File: config.mk
export PLATFORM = sky130hd
export DESIGN_NAME = ahb_arbiter
export DESIGN_NICKNAME = d
export VERILOG_FILES = /design/src/rtl/ahb_arbiter.sv
export SDC_FILE = /design/constraint.sdc
export NUM_CORES = 1
export LEC_CHECK = 0
export ABC_AREA = 1
export BUFFER_PORTS_ARGS = -buffer_cell sky130_fd_sc_hd__buf_2
export CORE_MARGIN = 5
export CORE_UTILIZATION = 32
export DETAILED_ROUTE_END_ITERATION = 8
export SLEW_MARGIN = 20
export SYNTH_ARGS = -nofsm -noshare
export SYNTH_HDL_FRONTEND = slang
export SYNTH_SLANG_ARGS = --single-unit
File: constraint.sdc
create_clock -name HCLK -period 4.6 [get_ports HCLK]
set_input_delay 0.46 -clock HCLK [delete_from_list [all_inputs] [get_ports HCLK]]
set_output_delay 0.46 -clock HCLK [all_outputs]
set_load 0.1 [all_outputs]
File: src/rtl/ahb_arbiter.sv
// Sixteen-master AHB arbiter: round-robin handover with lock hold and split masking.
// Grant is qualified combinationally by the live request; owner and data-phase master are registered.
module ahb_arbiter (
   input  logic        HCLK,
   input  logic        HRESETn,
   input  logic [15:0] HBUSREQx,
   input  logic [15:0] HLOCKx,
   input  logic [15:0] HSPLIT,
   input  logic        HREADY,
   output logic [15:0] HGRANTx,
   output logic [3:0]  HMASTER,
   output logic        HMASTLOCK
);

   localparam int unsigned N_MST = 16;
   localparam int unsigned IDX_W = 4;

   logic [IDX_W-1:0] gnt_idx;
   logic             gnt_valid;
   logic [IDX_W-1:0] rr_ptr;

   logic [N_MST-1:0] eligible;
   logic             lock_hold;
   logic             rr_found;
   logic [IDX_W-1:0] rr_idx;
   logic [IDX_W-1:0] cand;
   logic [N_MST-1:0] grant_mask;

   assign eligible  = HBUSREQx & ~HSPLIT;
   assign lock_hold = gnt_valid & HLOCKx[gnt_idx] & HBUSREQx[gnt_idx] & ~HSPLIT[gnt_idx];

   // Scan from the slot after the last winner; the last winner itself is checked last.
   always_comb begin
      rr_found = 1'b0;
      rr_idx   = rr_ptr;
      cand     = '0;
      for (int unsigned k = 1; k <= N_MST; k++) begin
         cand = rr_ptr + IDX_W'(k);
         if (!rr_found && eligible[cand]) begin
            rr_found = 1'b1;
            rr_idx   = cand;
         end
      end
   end

   assign grant_mask = N_MST'(1) << gnt_idx;
   assign HGRANTx    = gnt_valid ? (HBUSREQx & grant_mask) : '0;

   // Everything advances only on completed transfers so the grant cannot move in wait states.
   always_ff @(posedge HCLK or negedge HRESETn) begin
      if (!HRESETn) begin
         gnt_idx   <= '0;
         gnt_valid <= 1'b0;
         rr_ptr    <= IDX_W'(N_MST - 1);
         HMASTER   <= '0;
         HMASTLOCK <= 1'b0;
      end else if (HREADY) begin
         if (gnt_valid) begin
            HMASTER <= gnt_idx;
         end
         HMASTLOCK <= gnt_valid & HLOCKx[gnt_idx];
         if (lock_hold) begin
            gnt_valid <= 1'b1;
         end else if (rr_found) begin
            gnt_idx   <= rr_idx;
            gnt_valid <= 1'b1;
            rr_ptr    <= rr_idx;
         end else begin
            gnt_valid <= 1'b0;
         end
      end
   end

endmodule

==> flow_metrics.env <==
export IMPL_hold_path_class="in -> async"
export IMPL_worstSetupPathType="reg -> reg"
export IMPL_fin_nets=654
export IMPL_numCtsBuffers=3
export IMPL_utilization_pct=38.62
export IMPL_critPathMaxFanout=19
export IMPL_synth_top_family_by_area="simple AND/OR/NAND/NOR gates"
export IMPL_yosys_warnings=0
export IMPL_fillCellCount=988
export IMPL_skew_ns=0.0004736
export IMPL_diodes=0
export IMPL_die_w_um=104.3
export IMPL_first_pass_iters=7
export IMPL_cts_buffer_depth=2
export IMPL_synthCells=527
export IMPL_fin_tns_setup_ns=0
export IMPL_crit_start="rr_ptr[0]"
export IMPL_cp_num_buf_inv=4
export IMPL_setup_viol=0
export IMPL_grt_pass1_wl_mm=17.40
export IMPL_synth_cell_type_count=43
export IMPL_syn_area_per_cell_um2=5.394
export IMPL_cp_cell_sequence="inv_2 > ha_1 > inv_1 > nand3_1 > nand3_1 > o21ai_1 > o21ai_1 > inv_2 > nor2_2 > nand2_1 > nor2_2 > nand2_2 > nor2_4 > nand2_1 > nor2_2 > nand2_2 > nor2_4 > nand4_1 > nand2_1 > inv_1 > nand3_1 > nand2_1"
export IMPL_numClockSinks=14
export IMPL_worstPathRequired_ns=4.73
export IMPL_place_congestion=0.9243
export IMPL_post_cts_buffers=0
export IMPL_timing_fmax_mhz=246.2
export IMPL_insertion_delay_ns=0.24
export IMPL_grt_max_degree=24
export IMPL_grt_use_total_pct=18.91
export IMPL_port_buffers=71
export IMPL_synth_nets=585
export IMPL_cts_hold_fix_buffers=0
export IMPL_muxShareOfSynthArea_pct=0
export IMPL_final_max_slew_viol_count=0
export IMPL_root_buffer="clkbuf_8"
export IMPL_first_global_vias=3523
export IMPL_die_area_um2=10870
export IMPL_drt_initial_drc_count=340
export IMPL_area_growth_pct=17.91
export IMPL_drcViolationCount=0
export IMPL_drive_gt1_share_pct=18.15
export IMPL_start_kind="flip-flop"
export IMPL_cts_resized_gates=0
export IMPL_multi_input_comb_area_um2=2088
export IMPL_ys_ff_latch=14
export IMPL_syn_area_um2=2843
export IMPL_vias=3789
export IMPL_coreArea_um2=8678
export IMPL_io_pins=72
export IMPL_grt_overflow=0
export IMPL_wirelength_mm=10.70
export IMPL_routed_via_density=5.390
export IMPL_htree_levels=1
export IMPL_path_delay_family="simple AND/OR/NAND/NOR gates"
export IMPL_path_common_cell="nand2_1"
export IMPL_rsz0062_at_grt="false"
export IMPL_synth_simple_area_share_pct=54.89
export IMPL_min_period_ns=4.062
export IMPL_rows=34
export IMPL_maxCapViolCount=0
export IMPL_end_kind="flip-flop"
export IMPL_start_util_pct=32.76
export IMPL_die_h_um=104.3
export IMPL_seq_area_um2=355.3
export IMPL_layout_common_cells="nand2_1 (155), nand3_1 (118), inv_1 (78)"
export IMPL_worst_pin_slew_ns=0.6954
export IMPL_hold_ws_ns=0.1107
export IMPL_dp_hpwl_mm=8.799
export IMPL_finalCritPeriodShare_pct=88.30
export IMPL_final_common_cell="nand2_1"
export IMPL_synth_compound_area_share_pct=12.81
export IMPL_wl_per_cell_um=15.22
export IMPL_ys_seq_area_share_pct=12.50
export IMPL_hold_viol=0
export IMPL_crit_arrival_ns=4.19
export IMPL_critPathMaxStageDelay_ns=0.53
export IMPL_antenna_found_initial=0
export IMPL_path_clk_slew_ns=0.06
export IMPL_synth_adder_area_share_pct=3.081
export IMPL_status="finished, final reports clean"
export IMPL_reg2reg_from="rr_ptr[0]"
export IMPL_cts_tree="yes"
export IMPL_max_slew_margin_pct=53.47
export IMPL_crit_slowest_cell="dfstp_2"
export IMPL_synth_xor_area_share_pct=2.685
export IMPL_antenna_left=0
[final cells by class]
cell class,instances,area share [%]
clock buffer,4,1.642
inverter,88,9.929
multi-input combinational,414,62.30
sequential,14,10.60
tap,108,4.031
timing repair buffer,75,11.50
[logic make-up after synthesis]
group           count (synthesis)
simple gates                  338
buf+inv                        99
compound gates                 62
flops                          14
xor+xnor                        7
fa+ha+maj                       7
[metal layers]
metal	part of all wire (%)	GRT usage [%]	vias up
met5	0	0	-
met2	47	31.42	156
li1	-	-	1871
met3	7.7	2.359	14
met4	0.99	3.978	0
met1	44	26.17	1748
[flip-flops by register name (all words and copies together), names as in the netlist]
signal	cells
gnt_valid	1
HMASTLOCK	1
gnt_idx	4
HMASTER	4
rr_ptr	4
[synthesized netlist by cell type (all sizes together)]
library cell | n | share of area (%)
o22ai | 3 | 0.66
a22oi | 3 | 0.79
o21bai | 1 | 0.26
a221oi | 4 | 1.2
buf | 7 | 1.8
nor2 | 31 | 5.0
o21ai | 33 | 5.9
inv | 86 | 11
or2 | 1 | 0.31
dfrtp | 10 | 8.8
a41oi | 2 | 0.62
xor2 | 5 | 1.8
nor4 | 2 | 0.44
clkinv | 2 | 0.26
o2111ai | 3 | 0.92
a21oi | 12 | 2.1
dfstp | 4 | 3.7
nand4 | 6 | 1.8
nand3b | 1 | 0.26
clkbuf | 4 | 0.53
nor3 | 6 | 1.1
nand3 | 119 | 21
and2 | 1 | 0.22
nand2 | 160 | 22
nor3b | 11 | 2.9
xnor2 | 2 | 0.88
o21a | 1 | 0.26
ha | 7 | 3.1
[metrics by stage]
stage / instance area (µm²) / setup WS (ns) / instances
4_1_cts: 3352 / 0.5622 / 703
6_report: 3352 / 0.5380 / 703
2_1_floorplan: 2843 / 1.056 / 527
5_1_grt: 3352 / 0.09759 / 703
3_5_place_dp: 3297 / 0.5796 / 699
3_3_place_gp: 3297 / 0.7566 / 699
[worst paths after layout]
| kind | slack (ns) | endpoint | depth (start not counted) |
|---|---|---|---|
| worst max-delay path | 0.54 | gnt_idx[2] | 22 |
| worst min-delay path | 0.11 | gnt_idx[3] | 1 |
| worst max register to register | 0.54 | gnt_idx[2] | 22 |
| worst min register to register | 0.49 | HMASTER[1] | 2 |
| max in group asynchronous | 4.20 | rr_ptr[0] | 1 |
| min in group HCLK | 0.48 | HMASTLOCK | 3 |
Power is left out: the tool's default activity adds up to more than one toggle a clock period on the data nets, which glitch-free logic cannot reach.
